--- src/rtl/guess_evaluator.sv ---
// guess_evaluator: letter-guessing game evaluator for a 5-character secret word.
//
// A word_load strobe latches the secret word and starts a game. While playing,
// each legal guess (A-Z or a-z; lowercase folded to uppercase) is registered,
// compared against all five characters in one EVAL cycle, and the results
// appear on the outputs on the edge leaving EVAL. The game ends when every
// position is revealed (WON) or the mistake count reaches MAX_MISTAKES (LOST).
//
// Optional feature macro: REPEAT_FILTER_EN
//   When defined, a 26-bit set of already-guessed letters is kept. A repeated
//   letter is evaluated as neither hit nor miss; only 'letter' updates.
//
// Ports
//   clk          in   system clock, rising edge
//   nRst         in   synchronous reset, active HIGH despite the name
//   word[39:0]   in   secret word, char0 in [39:32] ... char4 in [7:0]
//   word_load    in   strobe: latch word, start a new game (any state)
//   guess[7:0]   in   guessed ASCII character
//   guess_valid  in   strobe qualifying guess
//   ready        out  high while a guess can be accepted
//   letter       out  last evaluated guess (uppercase)
//   indexCorrect out  cumulative revealed mask, bit4 = char0, bit0 = char4
//   correct      out  positions matched by the last guess
//   mistake      out  last evaluated guess was a miss
//   numMistake   out  cumulative misses, saturating at 7
//   game_won     out  all positions revealed
//   game_lost    out  numMistake reached MAX_MISTAKES
module guess_evaluator #(
  parameter int unsigned MAX_MISTAKES = 6
) (
  input  logic        clk,
  input  logic        nRst,
  input  logic [39:0] word,
  input  logic        word_load,
  input  logic [7:0]  guess,
  input  logic        guess_valid,
  output logic        ready,
  output logic [7:0]  letter,
  output logic [4:0]  indexCorrect,
  output logic [2:0]  correct,
  output logic        mistake,
  output logic [2:0]  numMistake,
  output logic        game_won,
  output logic        game_lost
);

  typedef enum logic [2:0] {StIdle, StPlay, StEval, StWon, StLost} state_e;

  state_e      state_q, state_d;
  logic [39:0] word_q, word_d;
  logic [7:0]  guess_q, guess_d;
  logic [7:0]  letter_q, letter_d;
  logic [4:0]  index_q, index_d;
  logic [2:0]  correct_q, correct_d;
  logic        mistake_q, mistake_d;
  logic [2:0]  num_mistake_q, num_mistake_d;

  // Guess legality and case folding.
  logic       guess_legal;
  logic [7:0] guess_upper;

  always_comb begin
    guess_legal = 1'b0;
    guess_upper = guess;
    if (guess >= 8'h41 && guess <= 8'h5A) begin
      guess_legal = 1'b1;
    end else if (guess >= 8'h61 && guess <= 8'h7A) begin
      guess_legal = 1'b1;
      guess_upper = guess - 8'h20;
    end
  end

  // match[j] covers word bits [8j+7:8j], which lines up with indexCorrect bit j.
  logic [4:0] match;
  logic [2:0] match_cnt;

  always_comb begin
    match     = '0;
    match_cnt = '0;
    for (int j = 0; j < 5; j++) begin
      match[j]  = (word_q[8*j +: 8] == guess_q);
      match_cnt = match_cnt + 3'(match[j]);
    end
  end

  logic repeat_hit;

`ifdef REPEAT_FILTER_EN
  logic [25:0] used_q, used_d;
  logic [4:0]  letter_idx;

  // guess_q always holds an uppercase letter here, so the index is 0..25.
  assign letter_idx = 5'(guess_q - 8'h41);
  assign repeat_hit = |(used_q & (26'd1 << letter_idx));
`else
  assign repeat_hit = 1'b0;
`endif

  always_comb begin
    state_d       = state_q;
    word_d        = word_q;
    guess_d       = guess_q;
    letter_d      = letter_q;
    index_d       = index_q;
    correct_d     = correct_q;
    mistake_d     = mistake_q;
    num_mistake_d = num_mistake_q;
`ifdef REPEAT_FILTER_EN
    used_d        = used_q;
`endif

    if (word_load) begin
      // Restart wins over everything, including a guess pending in EVAL.
      state_d       = StPlay;
      word_d        = word;
      letter_d      = '0;
      index_d       = '0;
      correct_d     = '0;
      mistake_d     = 1'b0;
      num_mistake_d = '0;
`ifdef REPEAT_FILTER_EN
      used_d        = '0;
`endif
    end else begin
      unique case (state_q)
        StIdle: ;
        StPlay: begin
          if (guess_valid && guess_legal) begin
            guess_d = guess_upper;
            state_d = StEval;
          end
        end
        StEval: begin
          letter_d = guess_q;
          if (repeat_hit) begin
            correct_d = '0;
            mistake_d = 1'b0;
          end else if (|match) begin
            correct_d = match_cnt;
            index_d   = index_q | match;
            mistake_d = 1'b0;
          end else begin
            correct_d = '0;
            mistake_d = 1'b1;
            if (num_mistake_q != 3'd7) begin
              num_mistake_d = num_mistake_q + 3'd1;
            end
          end
`ifdef REPEAT_FILTER_EN
          used_d = used_q | (26'd1 << letter_idx);
`endif
          if (index_d == 5'b11111) begin
            state_d = StWon;
          end else if (num_mistake_d == 3'(MAX_MISTAKES)) begin
            state_d = StLost;
          end else begin
            state_d = StPlay;
          end
        end
        StWon, StLost: ;
        default: state_d = StIdle;
      endcase
    end
  end

  always_ff @(posedge clk) begin
    if (nRst) begin
      state_q       <= StIdle;
      word_q        <= '0;
      guess_q       <= '0;
      letter_q      <= '0;
      index_q       <= '0;
      correct_q     <= '0;
      mistake_q     <= 1'b0;
      num_mistake_q <= '0;
`ifdef REPEAT_FILTER_EN
      used_q        <= '0;
`endif
    end else begin
      state_q       <= state_d;
      word_q        <= word_d;
      guess_q       <= guess_d;
      letter_q      <= letter_d;
      index_q       <= index_d;
      correct_q     <= correct_d;
      mistake_q     <= mistake_d;
      num_mistake_q <= num_mistake_d;
`ifdef REPEAT_FILTER_EN
      used_q        <= used_d;
`endif
    end
  end

  assign ready        = (state_q == StPlay);
  assign game_won     = (state_q == StWon);
  assign game_lost    = (state_q == StLost);
  assign letter       = letter_q;
  assign indexCorrect = index_q;
  assign correct      = correct_q;
  assign mistake      = mistake_q;
  assign numMistake   = num_mistake_q;

endmodule

--- config.mk ---
export PLATFORM = sky130hd
export DESIGN_NAME = guess_evaluator
export DESIGN_NICKNAME = d
export VERILOG_FILES = /design/src/rtl/guess_evaluator.sv
export SDC_FILE = /design/constraint.sdc
export NUM_CORES = 1
export LEC_CHECK = 0
export ABC_AREA = 1
export CAP_MARGIN = 30
export CELL_PAD_IN_SITES_DETAIL_PLACEMENT = 1
export CELL_PAD_IN_SITES_GLOBAL_PLACEMENT = 1
export CORE_MARGIN = 2
export CORE_UTILIZATION = 36
export CTS_CLUSTER_SIZE = 14
export DETAILED_ROUTE_END_ITERATION = 6
export HOLD_SLACK_MARGIN = 0.06
export PLACE_DENSITY_LB_ADDON = 0.1
export SETUP_SLACK_MARGIN = 0.3
export SLEW_MARGIN = 30
export SYNTH_ARGS = -nofsm -noshare
export SYNTH_HDL_FRONTEND = slang
export SYNTH_SLANG_ARGS = --single-unit
--- constraint.sdc ---
create_clock -name clk -period 3.06 [get_ports clk]
set_input_delay 0.612 -clock clk [delete_from_list [all_inputs] [get_ports clk]]
set_output_delay 0.612 -clock clk [all_outputs]
set_load 0.01 [all_outputs]
Word level (Yosys, flattened, before mapping)
Index checks and enable logic that the tools add are counted.
Cells by class
  $add $sub $neg: 6
  $lt $le $gt $ge: 4
  eq/ne operators: 15
  muxes and demuxes: 18
  bitwise operators: 3
  reductions and logical operators: 10
Operator list (number)
  $eq 8x8->1: 5
  $mux 3: 8
  $ge 8x7->1 const B: 2
  $le 8x7->1 const B: 2
  $mux 8: 2
  $mux 5: 3
  $pmux 3 s3: 1
  $sub 8x6->8 const B: 1
  $add 3x1->3: 2
  $eq 3x2->1 const B: 2
  $eq 3x3->1 const B: 2
  $eq 5x5->1 const B: 1
  $or 5x5->5: 1
  $reduce_or 5->1: 1
  $mux 1: 4
  $ne 2x1->1 const B: 2
  $reduce_and 2->1: 2
  $add 2x1->3: 1
  $add 3x1->3 const B: 1
  $eq 3x1->1 const B: 1
  $logic_and 1x1->1: 3
  $logic_not 3->1: 1
  $ne 3x2->1 const B: 1
  $ne 3x3->1 const B: 1
  other kinds (5): 6
Storage, ports and cells
  bits in registers: 71
  input bits: 52
  logic and storage cells: 65

Depth between registers and ports, before layout
Gate-level depths: netlist (run 1).
  word-level depth: 10
  mapped depth: 16

Worst setup path after synthesis (run 1)
OpenSTA, ideal clock, no wires.
  path type: flip-flop to flip-flop
  from: reg guess_q[0]
  to: reg correct_q[1] (netlist: correct[1])
  setup time: 0.120 ns
  arrival time: 2.180 ns
  path slack: 0.760 ns
  cell stages (with the launch flop): 12
  path buffers: 0
  period minus slack after synthesis: 2.300 ns
  path through: dfxtp_1 inv_2 or2_2 nand3_1 nor3_4 fa_1 inv_1 fa_1 inv_1 ha_1 nand2_1 a21oi_1
On the way
  cells in the longest elaborated chain, start to end: 6
RTL lines
  from (decl): RTL line 51  | logic [7:0] guess_q, guess_d;
  from (signal assigned): RTL line 182  | guess_q <= guess_d;
  $eq 8x8->1: RTL line 81  | match[j] = (word_q[8*j +: 8] == guess_q);
  $add 1x1->2: RTL line 82  | match_cnt = match_cnt + 3'(match[j]);
  $add 2x1->3: RTL line 82
  $add 3x1->3 (2 in series): RTL line 82
  $mux 3 (*): RTL line 138  | end else if (|match) begin
  to (signal assigned): RTL line 185  | correct_q <= correct_d;
  to (decl): RTL line 54  | logic [2:0] correct_q, correct_d;
Mark *: on every way between the ends. The rest lies on a longest branch, timed or not.
A chain may end at the register's enable or synchronous reset.

Worst setup path after layout (run 1)
Ends and elaborated chain as after synthesis.

==> results of run 1 <==
[state kept, by name (all words and copies together), names as in the netlist]
signal / flops
indexCorrect: 5
word_q: 40
state_q: 3
mistake: 1
correct: 3
numMistake: 3
letter: 8
guess_q: 8
[kinds of logic after synthesis]
| kind of cell | count (synthesis) | synth area share |
|---|---|---|
| adders and majority gates | 7 | 0.0283 |
| AOI/OAI and AO/OA | 118 | 0.167 |
| and+or+nand+nor | 235 | 0.296 |
| DFF | 71 | 0.392 |
| muxes | 1 | 0.00276 |
| xor gates and xnor gates | 8 | 0.0193 |
| buffers and inverters | 81 | 0.0943 |
[routing by layer]
metal,wire (µm),up-vias
li1,-,1790
met1,4950,1644
met2,5240,53
met3,345,6
met4,52,0
met5,0,-
[layout by cell type, fill, tap and decap left out, types with 6 or more instances in the layout]
cell type,count
a21oi_1,52
buf_4,6
clkbuf_8,9
clkdlybuf4s50_1,74
dfxtp_1,71
inv_1,47
inv_2,11
nand2_1,111
nand2_2,10
nand3_1,14
nor2_1,68
nor2_4,6
o21ai_0,59
xor2_1,6
[per-stage QoR]
| step | power (mW) | setup WS, ps | hold WS, ps | area, µm² | std cells |
|---|---|---|---|---|---|
| 2_1_floorplan | 1.23 | 760 | 444 | 3620 | 521 |
| 3_3_place_gp | 1.37 | 456 | 454 | 4480 | 713 |
| 3_5_place_dp | 1.38 | 454 | 461 | 4480 | 713 |
| 4_1_cts | 2.12 | 479 | 473 | 4670 | 728 |
| 5_1_grt | 2.21 | 346 | 496 | 4670 | 728 |
| 6_report | 2.09 | 496 | 470 | 4670 | 728 |
[power by group through the flow]
stage | clock, mW | sequential [mW] | combinational, mW
after global placement | 0 | 1.01 | 0.356
after floorplan | 0 | 1.00 | 0.229
after detailed placement | 0 | 1.01 | 0.366
final | 0.739 | 0.993 | 0.363
after CTS | 0.760 | 0.993 | 0.368
after global routing | 0.804 | 0.998 | 0.412
[how the worst max path moves through the flow]
| stage | cells after the start | slack (ps) | endpoint |
|---|---|---|---|
| final | 11 | 500 | correct[1]$_SDFFE_PP0P_ |
| after global routing | 10 | 350 | correct[0]$_SDFFE_PP0P_ |
| after CTS | 11 | 480 | correct[1]$_SDFFE_PP0P_ |
| after detailed placement | 12 | 450 | guess_q[7]$_SDFFE_PP0P_ |
| after global placement | 12 | 460 | guess_q[7]$_SDFFE_PP0P_ |
| after floorplan | 11 | 760 | correct[1]$_SDFFE_PP0P_ |
[final cells by class]
| cell class | instances | area share |
|---|---|---|
| clock buffers | 9 | 0.0265 |
| clock inverters | 6 | 0.0134 |
| inverters | 59 | 0.0480 |
| multi-input cells | 369 | 0.400 |
| flip-flops and latches | 71 | 0.304 |
| well taps | 133 | 0.0356 |
| repair buffers | 81 | 0.173 |
[critical path, stage by stage (launching register included)]
cell	delay [ps]
dfxtp_1	470
inv_2	140
or2_2	290
nand3_1	140
nor3_4	80
fa_1	530
inv_1	50
fa_1	360
inv_1	60
ha_1	210
nand2_1	70
a21oi_1	60
==> impl_results.md, run 1 <==
* Worst reg2reg endpoint: correct[1]$_SDFFE_PP0P_
* Worst-path clk slew at 80 ps
* Grt ovf at 0
* Final min period at 2560 ps
* R2r worst-path depth at 11
* RSZ-0062 raised after global routing: no
* Met1 Usage GRT at 0.250
* Origin of the worst min-delay path: letter[5]$_SDFFE_PP0P_
* Critical path launch point: guess_q[0]$_SDFFE_PP0P_
* Crit. End Element: flop
* First-pass GRT wire length at 17.7 mm
* # setup viols final at 0
* Hold buffers post-CTS at 0
* Core ar. at 0.00977 mm²
* R2r setup slk at 500 ps
* WL final at 10.6 mm
* Crit path max fanout at 8
* # DRC at 0
* Die area at 0.0109 mm²
* FFs w/ async S/R, synth at 0
* Share of power burned in registers at 0.474
* Tightest Pin Transition at 726 ps
* Startpoint type of the worst setup path: flop
* Reg2reg start: guess_q[0]$_SDFFE_PP0P_
* Max Clock Freq at 390 MHz
* CTS resizes at 0
* Final Hold Viols at 0
* PwrDens at 449 mW/mm²
* Worst vdd ir at 202 µV
* NetSw at 605 µW
* Avg WL per Cell at 14.5 µm
* Antenna Diode Count at 0
* Post-Syn Area at 0.00362 mm²
* Fill cell count at 1295
* Kind of critical path: reg2reg
* Clk sink count at 71
* Yosys top cell by area: dfxtp_1
* Vias in the first global route at 3557
* Pleak at 1.93 nW
* Mapped Avg Cell Area at 6.95 µm²
* Vias at 3493
* Chip width at 104 µm
* Outcome: finished, final reports clean
* Setup TNS at 0 ps
* Clock Tree Root: clkbuf_8
* Seq/Total Area, Yosys at 0.392
* Hold Path Class: reg2reg
* DR iter-0 viols at 94
* Max_cap viols at 0
* Synth top area share at 0.392
* Final slew viol count at 0
* Drt pass-1 iters at 4
* Syn Inst Count at 521
* H-tree levels at 3
* Sequential Area at 0.00142 mm²
* Skew-Pair Late Insertion Delay at 340 ps
* Final #Nets at 650
* Clock buffer count from CTS at 9
* CP required at 3290 ps
* Initial core utilization at 0.371
* Mapped Nets at 580
* Register bit total from synthesis at 71
* Number of synthesis warnings at 0
* P&R area growth vs syn at 28.9%
* Clock tree from TritonCTS: yes
* Number of synthesized flops with an enable pin at 0
* Met3 usage at 0.0395
* Clk network pwr share at 0.353
* Proportion of layout cells with a drive suffix above 1 at 0.109
* Crit share post-route at 0.838
* Int Pwr at 1.49 mW
* Routed Antenna Nets at 0
* Largest net degree at the start of global routing at 34
* Combinational power share at 0.173
* Die Y at 104 µm
* IO Port Bufs at 74
* Main area contributors after synthesis: dfxtp_1 (39%), nand2_1 (11%), o21ai_0 (8.1%)
* Met2 Resource Use GR at 0.363
* Synth cell count leaders: nand2_1 (111), dfxtp_1 (71), nor2_1 (68)
* Final Skew at 8.52 ps
* Post-layout util at 0.478
* Post-DP HPWL at 8.21 mm
* I/O pin cnt at 75
* Num rows at 36
* Max-slew headroom at 0.514
* GPL Wtd Cong at 0.793
* Multi-input gate area at 0.00187 mm²
* Worst hold stages at 2
* Hold Path Sink: letter[5]$_SDFFE_PP0P_
* Sw frac at 0.289
* Cell variety after synth at 37
* Initial antenna violation count at 0
* Arrival time worst endpoint at 2790 ps
* Synth Flop Type: dfxtp_1
* Busiest metal layer after global routing: met2
* Overall global routing resource usage at 0.202
* Number of buffers added for setup after CTS at 0
* Vias per cell at 4.80
* CTS Buffer Depth at 2
* Count leader, synth: nand2_1
Note: power is estimated with default switching activity, not from simulation.
==> run 2, diff against run 1 <==
Clock period 3.06 ns to 2.55 ns, I/O delays scaled along.
==> impl_results.md, run 2 (synthesized netlist as in run 1, its figures left out) <==
* Startpoint type of the worst setup path: flop
* Final Skew at 13.4 ps (+4.84 ps)
* Most frequent cells in the layout: nand2_1 (101), clkdlybuf4s50_1 (72), nor2_1 (64), dfxtp_1 (62), o21ai_0 (59)
* Final Hold Viols at 0 (unchanged)
* Final min period at 2360 ps (-199 ps)
* Hold Path Sink: word_q[19]$_SDFFE_PP0P_
* Post-layout util at 0.517 (+0.0389)
* Hold Path Class: reg2reg
* Tightest Pin Transition at 535 ps (-191 ps)
* Chip width at 104 µm (unchanged)
* Vias per cell at 4.85 (+1.1%)
* Design Power at 2.58 mW (+23%)
* Max-slew headroom at 0.641 (+0.128)
* Max_cap viols at 0 (unchanged)
* Drt pass-1 iters at 4 (unchanged)
* Multi-input gate area at 0.00202 mm² (+8.2%)
* Die Y at 104 µm (unchanged)
* Initial core utilization at 0.371 (unchanged)
* Worst hold stages at 2 (unchanged)
* Avg WL per Cell at 15.4 µm (+5.7%)
* Final #Nets at 674 (+3.7%)
* Largest net degree at the start of global routing at 64 (+88%)
* Num rows at 36 (unchanged)
* Pleak at 2.14 nW (+11%)
* # DRC at 0 (unchanged)
* First-pass GRT wire length at 18.5 mm (+4.3%)
* # setup viols final at 0 (unchanged)
* Crit. End Element: flop
* Clk sink count at 71 (unchanged)
* Fill cell count at 1277 (-1.4%)
* Outcome: finished, final reports clean
* GPL Wtd Cong at 0.790 (-0.33%)
* Vias in the first global route at 3817 (+7.3%)
* Worst-path clk slew at 70 ps (about the same)
* Arrival time worst endpoint at 2600 ps (-190 ps)
* Crit share post-route at 0.927 (+0.0894)
* PwrDens at 511 mW/mm² (+14%)
* Antenna Diode Count at 0 (unchanged)
* WL final at 11.6 mm (+9.4%)
* Hold buffers post-CTS at 0 (unchanged)
* Top reg by flops: word_q
* R2r worst-path depth at 11 (unchanged)
* Commonest non-fill, non-tap cell in the layout: nand2_1
* Skew-Pair Late Insertion Delay at 350 ps (about the same)
* I/O pin cnt at 75 (unchanged)
* H-tree levels at 3 (unchanged)
* Initial antenna violation count at 0 (unchanged)
* R2r setup slk at 190 ps (-310 ps)
* DR iter-0 viols at 86 (-8.5%)
* Kind of critical path: reg2reg
* Vias at 3653 (+4.6%)
* Grt ovf at 0 (unchanged)
* Final slew viol count at 0 (unchanged)
* Post-DP HPWL at 8.34 mm (+1.6%)
* Clock buffer count from CTS at 9 (unchanged)
* IO Port Bufs at 74 (unchanged)
* Routed Antenna Nets at 0 (unchanged)
* Die area at 0.0109 mm² (unchanged)
* Sequential Area at 0.00144 mm² (+1.3%)
* Proportion of layout cells with a drive suffix above 1 at 0.202 (+0.0924)
* Overall global routing resource usage at 0.213 (+0.0105)
* Worst reg2reg endpoint: correct[1]$_SDFFE_PP0P_
* CP required at 2780 ps (-510 ps)
* Worst vdd ir at 326 µV (+61%)
* Max Clock Freq at 423 MHz (+8.4%)
* Clock Tree Root: clkbuf_8
* RSZ-0062 raised after global routing: yes
* Max reg flops at 40 (unchanged)
* Origin of the worst min-delay path: word_q[19]$_SDFFE_PP0P_
* CTS Buffer Depth at 2 (unchanged)
* P&R area growth vs syn at 39.4%
* Core ar. at 0.00977 mm² (unchanged)
* Clock tree from TritonCTS: yes
* Crit path max fanout at 6 (-2)
* Setup TNS at 0 ps (unchanged)
* Reg2reg start: guess_q[2]$_SDFFE_PP0P_
-- run 2: cell types whose count changed in the layout (fill, tap and decap cells not counted), sizes merged --
cell | previous run | this run
buf | 7 | 31
bufinv | 1 | 0
clkbuf | 9 | 13
clkdlybuf4s50 | 74 | 72
clkinvlp | 3 | 1
dlymetal6s2s | 0 | 2
-- run 2: how the worst max path moves through the flow --
stage / start / to
final: guess_q[2]$_SDFFE_PP0P_ / correct[1]$_SDFFE_PP0P_
after CTS: word_q[14]$_SDFFE_PP0P_ / correct[0]$_SDFFE_PP0P_
after global placement: guess[6] / guess_q[7]$_SDFFE_PP0P_
after detailed placement: guess[5] / guess_q[7]$_SDFFE_PP0P_
after global routing: guess_q[5]$_SDFFE_PP0P_ / correct[0]$_SDFFE_PP0P_
after floorplan: guess_q[0]$_SDFFE_PP0P_ / correct[1]$_SDFFE_PP0P_
-- run 2: per-stage QoR --
step                      cells  cell area (µm²)  setup slack, ps  hold WS, ps
final                       753             5050              186          476
after global placement      722             4550             50.6          454
after detailed placement    722             4550             4.06          465
after global routing        753             5050             69.8          503
after CTS                   748             4880              201          480
after floorplan             521             3630              298          444
-- run 2: repair_timing --
| item | in CTS | in global routing |
|---|---|---|
| buffers inserted | 10 | 5 |
| setup endpoints to repair | 7 | 13 |
| gates resized for setup | 27 | 37 |
| pin swaps | 12 | 15 |
-- run 2: where the power goes --
part / switching (mW) / internal, mW / total [mW]
Combinational: 0.307 / 0.255 / 0.562
Sequential: 0.0339 / 1.15 / 1.19
Clock: 0.428 / 0.404 / 0.833
Total: 0.769 / 1.81 / 2.58
-- run 2: final cells by class --
cell class | instances | area share
Clock buffer | 13 | 0.0315
Clock inverter | 3 | 0.00347
Inverter | 59 | 0.0473
Multi-Input combinational cell | 369 | 0.400
Sequential cell | 71 | 0.285
Tap cell | 133 | 0.0330
Timing Repair Buffer | 105 | 0.200
-- run 2: per-layer routing --
layer	part of all wire	routed length [µm]	global-route usage	vias up
met5	0	0	0	-
met4	0.013	145	0.0589	0
met3	0.028	327	0.0332	16
met2	0.49	5730	0.379	64
met1	0.46	5380	0.264	1734
li1	-	-	-	1839
-- run 2: worst max-delay path, stage by stage, from the launching register on --
cell	delay [ps]
dfxtp_4	390
inv_8	50
or2_2	260
nand4_1	160
nor3_4	80
fa_1	520
inv_2	40
fa_2	350
inv_2	80
ha_4	190
nand2_2	70
a21oi_2	50
